--- src/rtl/jk_bank_ctrl.sv ---
// ---------------------------------------------------------------------------
// jk_bank_ctrl
// Sequencer for a bank of WIDTH JK flip-flops. It accepts one command at a
// time, turns it into per-bit J/K drive vectors with an update enable, and
// reads the bank's registered outputs back as feedback for counting.
//
// Ports
//   clk        rising-edge clock shared with the JK bank
//   reset_n    asynchronous active-low reset
//   cmd_valid  command present
//   cmd_ready  controller can accept a command (IDLE only)
//   cmd_op     0 NOP, 1 CLEAR, 2 SET, 3 LOAD, 4 TOGGLE, 5 CNT_UP,
//              6 CNT_DOWN, 7 reserved (acts as NOP)
//   cmd_data   LOAD value or TOGGLE mask
//   cmd_steps  number of count steps for CNT_UP / CNT_DOWN
//   abort      stops an in-progress count after the current step
//   q_fb       registered q outputs of the JK bank
//   jk_j/jk_k  J and K drive per bit (zero whenever jk_en is low)
//   jk_en      bank updates on the next rising edge when high
//   busy       controller is not IDLE
//   done       one-cycle completion pulse
//   wrapped    with done: a count crossed all-ones<->zero
//   aborted    with done: the count was cut short by abort
// ---------------------------------------------------------------------------
module jk_bank_ctrl #(
    parameter int WIDTH = 4,
    parameter int CNT_W = 8
) (
    input  logic             clk,
    input  logic             reset_n,
    input  logic             cmd_valid,
    output logic             cmd_ready,
    input  logic [2:0]       cmd_op,
    input  logic [WIDTH-1:0] cmd_data,
    input  logic [CNT_W-1:0] cmd_steps,
    input  logic             abort,
    input  logic [WIDTH-1:0] q_fb,
    output logic [WIDTH-1:0] jk_j,
    output logic [WIDTH-1:0] jk_k,
    output logic             jk_en,
    output logic             busy,
    output logic             done,
    output logic             wrapped,
    output logic             aborted
);

    localparam logic [1:0] ST_IDLE  = 2'd0;
    localparam logic [1:0] ST_APPLY = 2'd1;
    localparam logic [1:0] ST_COUNT = 2'd2;
    localparam logic [1:0] ST_DONE  = 2'd3;

    localparam logic [2:0] OP_NOP    = 3'd0;
    localparam logic [2:0] OP_CLEAR  = 3'd1;
    localparam logic [2:0] OP_SET    = 3'd2;
    localparam logic [2:0] OP_LOAD   = 3'd3;
    localparam logic [2:0] OP_TOGGLE = 3'd4;
    localparam logic [2:0] OP_CNT_UP = 3'd5;
    localparam logic [2:0] OP_CNT_DN = 3'd6;

    localparam logic [WIDTH-1:0] ALL_ONES  = {WIDTH{1'b1}};
    localparam logic [WIDTH-1:0] ALL_ZEROS = {WIDTH{1'b0}};
    localparam logic [CNT_W-1:0] STEP_ONE  = {{(CNT_W-1){1'b0}}, 1'b1};
    localparam logic [CNT_W-1:0] STEP_ZERO = {CNT_W{1'b0}};

    // Value a JK bank takes after one enabled edge with the given drive.
    function automatic logic [WIDTH-1:0] jk_next(input logic [WIDTH-1:0] q,
                                                 input logic [WIDTH-1:0] j,
                                                 input logic [WIDTH-1:0] k);
        logic [WIDTH-1:0] r;
        r = q;
        for (int i = 0; i < WIDTH; i++) begin
            case ({j[i], k[i]})
                2'b00:   r[i] = q[i];
                2'b01:   r[i] = 1'b0;
                2'b10:   r[i] = 1'b1;
                2'b11:   r[i] = ~q[i];
                default: r[i] = q[i];
            endcase
        end
        return r;
    endfunction

    // Bits to toggle for one synchronous count step: bit i toggles when all
    // lower bits are 1 (up) or all 0 (down); bit 0 always toggles.
    function automatic logic [WIDTH-1:0] count_mask(input logic [WIDTH-1:0] q,
                                                    input logic up);
        logic [WIDTH-1:0] m;
        logic             run;
        m   = ALL_ZEROS;
        run = 1'b1;
        for (int i = 0; i < WIDTH; i++) begin
            m[i] = run;
            run  = run & (up ? q[i] : ~q[i]);
        end
        return m;
    endfunction

    // A step taken from this value crosses the wrap boundary.
    function automatic logic at_wrap(input logic [WIDTH-1:0] q, input logic up);
        return up ? (q == ALL_ONES) : (q == ALL_ZEROS);
    endfunction

    logic [1:0]       state_q,   state_d;
    logic [CNT_W-1:0] steps_q,   steps_d;
    logic             dir_up_q,  dir_up_d;
    logic [WIDTH-1:0] jk_j_q,    jk_j_d;
    logic [WIDTH-1:0] jk_k_q,    jk_k_d;
    logic             jk_en_q,   jk_en_d;
    logic             busy_q,    busy_d;
    logic             done_q,    done_d;
    logic             wrapped_q, wrapped_d;
    logic             aborted_q, aborted_d;
    logic             ready_q,   ready_d;

    logic [WIDTH-1:0] q_pred_s;
    logic [WIDTH-1:0] step_mask_s;
    logic             step_wrap_s;
    logic             step_up_s;

    // The drive is registered, so the next step must be computed from the
    // value the bank will hold after the edge that applies the current drive.
    always_comb begin
        if (jk_en_q) begin
            q_pred_s = jk_next(q_fb, jk_j_q, jk_k_q);
        end else begin
            q_pred_s = q_fb;
        end
        if (state_q == ST_IDLE) begin
            step_up_s = (cmd_op == OP_CNT_UP);
        end else begin
            step_up_s = dir_up_q;
        end
        step_mask_s = count_mask(q_pred_s, step_up_s);
        step_wrap_s = at_wrap(q_pred_s, step_up_s);
    end

    // Next-state and next-output logic for the command sequencer.
    always_comb begin
        state_d   = state_q;
        steps_d   = steps_q;
        dir_up_d  = dir_up_q;
        jk_j_d    = ALL_ZEROS;
        jk_k_d    = ALL_ZEROS;
        jk_en_d   = 1'b0;
        wrapped_d = wrapped_q;
        aborted_d = aborted_q;

        case (state_q)
            ST_IDLE: begin
                if (cmd_valid && ready_q) begin
                    wrapped_d = 1'b0;
                    aborted_d = 1'b0;
                    dir_up_d  = step_up_s;
                    case (cmd_op)
                        OP_CLEAR: begin
                            state_d = ST_APPLY;
                            jk_en_d = 1'b1;
                            jk_k_d  = ALL_ONES;
                        end
                        OP_SET: begin
                            state_d = ST_APPLY;
                            jk_en_d = 1'b1;
                            jk_j_d  = ALL_ONES;
                        end
                        OP_LOAD: begin
                            state_d = ST_APPLY;
                            jk_en_d = 1'b1;
                            jk_j_d  = cmd_data;
                            jk_k_d  = ~cmd_data;
                        end
                        OP_TOGGLE: begin
                            state_d = ST_APPLY;
                            jk_en_d = 1'b1;
                            jk_j_d  = cmd_data;
                            jk_k_d  = cmd_data;
                        end
                        OP_CNT_UP, OP_CNT_DN: begin
                            if (cmd_steps == STEP_ZERO) begin
                                state_d = ST_DONE;
                            end else begin
                                // First step is driven straight out of IDLE.
                                state_d   = ST_COUNT;
                                jk_en_d   = 1'b1;
                                jk_j_d    = step_mask_s;
                                jk_k_d    = step_mask_s;
                                steps_d   = cmd_steps - STEP_ONE;
                                wrapped_d = step_wrap_s;
                            end
                        end
                        default: begin
                            state_d = ST_DONE;
                        end
                    endcase
                end else begin
                    state_d = ST_IDLE;
                end
            end
            ST_APPLY: begin
                state_d = ST_DONE;
            end
            ST_COUNT: begin
                // steps_q counts steps still to issue after the one on the bus.
                if (abort || (steps_q == STEP_ZERO)) begin
                    state_d   = ST_DONE;
                    aborted_d = abort;
                end else begin
                    jk_en_d   = 1'b1;
                    jk_j_d    = step_mask_s;
                    jk_k_d    = step_mask_s;
                    steps_d   = steps_q - STEP_ONE;
                    wrapped_d = wrapped_q | step_wrap_s;
                end
            end
            ST_DONE: begin
                state_d = ST_IDLE;
            end
            default: begin
                state_d = ST_IDLE;
            end
        endcase
    end

    // Status outputs follow the next state so they are registered together.
    always_comb begin
        done_d  = (state_d == ST_DONE);
        busy_d  = (state_d != ST_IDLE);
        ready_d = (state_d == ST_IDLE);
    end

    // State and output registers; reset leaves the controller idle and ready.
    always_ff @(posedge clk or negedge reset_n) begin
        if (!reset_n) begin
            state_q   <= ST_IDLE;
            steps_q   <= STEP_ZERO;
            dir_up_q  <= 1'b0;
            jk_j_q    <= ALL_ZEROS;
            jk_k_q    <= ALL_ZEROS;
            jk_en_q   <= 1'b0;
            busy_q    <= 1'b0;
            done_q    <= 1'b0;
            wrapped_q <= 1'b0;
            aborted_q <= 1'b0;
            ready_q   <= 1'b1;
        end else begin
            state_q   <= state_d;
            steps_q   <= steps_d;
            dir_up_q  <= dir_up_d;
            jk_j_q    <= jk_j_d;
            jk_k_q    <= jk_k_d;
            jk_en_q   <= jk_en_d;
            busy_q    <= busy_d;
            done_q    <= done_d;
            wrapped_q <= wrapped_d;
            aborted_q <= aborted_d;
            ready_q   <= ready_d;
        end
    end

    assign cmd_ready = ready_q;
    assign jk_j      = jk_j_q;
    assign jk_k      = jk_k_q;
    assign jk_en     = jk_en_q;
    assign busy      = busy_q;
    assign done      = done_q;
    assign wrapped   = wrapped_q;
    assign aborted   = aborted_q;

endmodule
--- config.mk ---
export PLATFORM = sky130hd
export DESIGN_NAME = jk_bank_ctrl
export DESIGN_NICKNAME = d
export VERILOG_FILES = /design/src/rtl/jk_bank_ctrl.sv
export SDC_FILE = /design/constraint.sdc
export NUM_CORES = 1
export LEC_CHECK = 0
export ABC_AREA = 0
export BUFFER_PORTS_ARGS = -buffer_cell sky130_fd_sc_hd__buf_2
export CAP_MARGIN = 30
export CORE_ASPECT_RATIO = 1.75
export CORE_MARGIN = 1
export CORE_UTILIZATION = 40
export CTS_CLUSTER_DIAMETER = 100
export DETAILED_ROUTE_END_ITERATION = 8
export PLACE_DENSITY_LB_ADDON = 0.1
export REMOVE_ABC_BUFFERS = 1
export SLEW_MARGIN = 30
export SYNTH_ARGS = -nofsm -noshare
export SYNTH_HDL_FRONTEND = slang
export SYNTH_SLANG_ARGS = --single-unit
export TNS_END_PERCENT = 5
--- constraint.sdc ---
create_clock -name clk -period 3.64 [get_ports clk]
set_clock_uncertainty 0.2 [all_clocks]
set_input_delay 0.546 -clock clk [delete_from_list [all_inputs] [get_ports clk]]
set_output_delay 0.546 -clock clk [all_outputs]
set_load 0.02 [all_outputs]
==> flow_summary.toml <==
[outcome]
status = "completed"

[synthesis]
synthArstFlopShare_pct = 100
synthFlopType = "dfrtp_1"
synth.distinct_cells = 56
syn_area_per_cell_um2 = 8.96
synth_edf_count = 0
synthCells = 195
synthTopCellsByCount = "dfrtp_1, a21oi_1, o21ai_0"
yosys-top-cells-area = "dfrtp_1, a21oi_1, o21ai_0, nand2_1, ha_1"
ys_seq_elements = 25
synth_top_area_share_pct = 34.4
netlist_area_mm2 = 0.00175
synth.most_common_cell = "dfrtp_1"
synth_top_cell_by_area = "dfrtp_1"
seq_area_frac_synth_pct = 35.9
ys_warn_count = 0

[floorplan]
dieArea_mm2 = 0.00465
die_h_um = 89.5
ioPinCount = 37
die_x_um = 52.0
core_mm2 = 0.00415
rows = 31
initial_utilization_pct = 42.1

[placed_design]
port_buffers = 36
hpwl_mm = 3.67
gp_congestion = 0.903

[global_routing]
grt_pass1_wl_mm = 7.57
grt.overflow.total = 0
grt_max_degree = 26
grt_pass1_vias = 1632
track_usage_pct = 22.0
grt_antenna_before_repair = 0

[clock_tree]
cts.clk_slew.worst_paths_ps = 100
cts_inserted_buffers = 3
cts_buffer_depth = 2
htreeDepth = 1
postCtsSetupBuffers = 0
clkSinkCount = 25
cts_resized = 0
cts_root_buf = "clkbuf_8"
clock_latency_ps = 270
cts_tree = "built"
cts_hold_buf = 0

[drt]
drt_iter0_drc = 54
avgRoutedWirePerCell_um = 17.1
ant_nets = 0
vias_per_cell = 6.03
vias = 1670
drc = 0
wirelength_mm = 4.74
firstDrtPassIters = 5

[timing]
tns_ps = 0
hold_viol_final = 0
fmax_ghz = 0.363
final-max-slew-violation-count = 0
period_needed_ps = 2750
setup_viol = 0
relSlewSlack_pct = 57.0
grt_setup_unrepaired = "no"
whs_ps = 65.1
period_share_pct = 75.6
worst_slew_pin_slew_ps = 644

[cells_and_area]
drive_above_1_share_pct = 28.1
n_antenna_cell = 0
fin_nets = 256
area_growth_pct = 15.3

[worst_setup_path]
end_kind = "flip-flop"
worstPathRequired_ps = 3610
crit_path_cell_trace = "inv_1, ha_1, inv_1, a211o_1, a21boi_0, a21oi_2, mux2_4"
path_common_cell = "inv_1"
arrival_ps = 2720
path_class = "reg -> reg"
cp_max_fo = 10
start_kind = "flip-flop"
critPathSlowestCell = "dfrtp_1"
crit_path_max_incr_delay_ps = 410

[power]
ir_worst_vdd_uv = 330
powerDensity_mw_per_mm2 = 618
power.leakage_nw = 0.885

[flow_run]
cap_violations = 0

[min_path]
hold_path_class = "in -> async"
sequential cells by signal, indices dropped and copies added, names as in the netlist, 2 cells and up:
signal	flops
steps_q	8
jk_k	4
state_q	2
jk_j	4
cell type report:
cell class / count / area (µm²)
inverters: 6 / 22.5
flip-flops and latches: 25 / 627
well taps: 49 / 61.3
clock inverters: 1 / 7.51
repair buffers: 38 / 195
fillers: 416 / 2130
clock buffers: 3 / 41.3
multi-input cells: 155 / 1060
layout by cell type, fill, tap and decap left out, types with 4 or more instances in the layout:
cell type	synthesis	layout
nand3_1	4	4
nor2_1	8	8
nand2_1	15	15
a21oi_1	18	18
o22ai_1	7	7
xnor2_1	4	4
mux2i_1	4	4
o21ai_0	18	18
nand2b_1	5	5
nor3_1	8	8
inv_1	6	6
dfrtp_1	24	24
buf_2	2	36
ha_1	4	4
per-layer routing:
layer,GRT usage [%],wire length [µm],vias up
met3,1.87,181,12
met1,24.3,1830,808
met2,40.7,2590,53
li1,-,-,797
met5,0,0,-
met4,11.1,144,0
per-stage QoR:
step	instance area, µm²	setup WS (ps)	total power, mW	std cells	utilization [%]
2_1_floorplan	1710	1150	0.878	186	-
3_3_place_gp	1970	906	1.07	273	47.4
3_5_place_dp	1970	884	1.08	273	47.4
4_1_cts	2020	873	1.25	277	48.6
5_1_grt	2020	729	1.33	277	48.6
6_report	2020	889	1.25	277	48.6
kinds of logic after synthesis:
logic type	synth area share [%]
multiplexers	3.79
adder cells (fa/ha/maj)	2.86
AND/OR/NAND/NOR	20.7
XOR/XNOR	3.51
buffers and inverters	3.44
AO/OA/AOI/OAI	29.9
flip-flops	35.9
where the power goes:
part / switching (mW) / internal [mW]
Clock: 0.0915 / 0.0776
Sequential: 0.0958 / 0.377
Combinational: 0.367 / 0.237
path summary, 6_finish.rpt:
path	slack, ps	cells past startpoint	startpoint	end
setup / recovery	890	7	state_q[0]	steps_q[0]
hold / removal	70	1	reset_n	wrapped
setup reg to reg	890	7	state_q[0]	steps_q[0]
hold reg to reg	340	1	dir_up_q	dir_up_q
max in group asynchronous	2790	1	reset_n	steps_q[7]
min in group clk	340	1	dir_up_q	dir_up_q
critical path, delay by kind of cell (launching register included):
kind	cells	cell delay, ps
adder cells (fa/ha/maj)	1	390
AO/OA/AOI/OAI	3	980
buffers and inverters	2	330
flip-flops	1	410
multiplexers	1	330
Note: power is estimated with default switching activity, not from simulation.
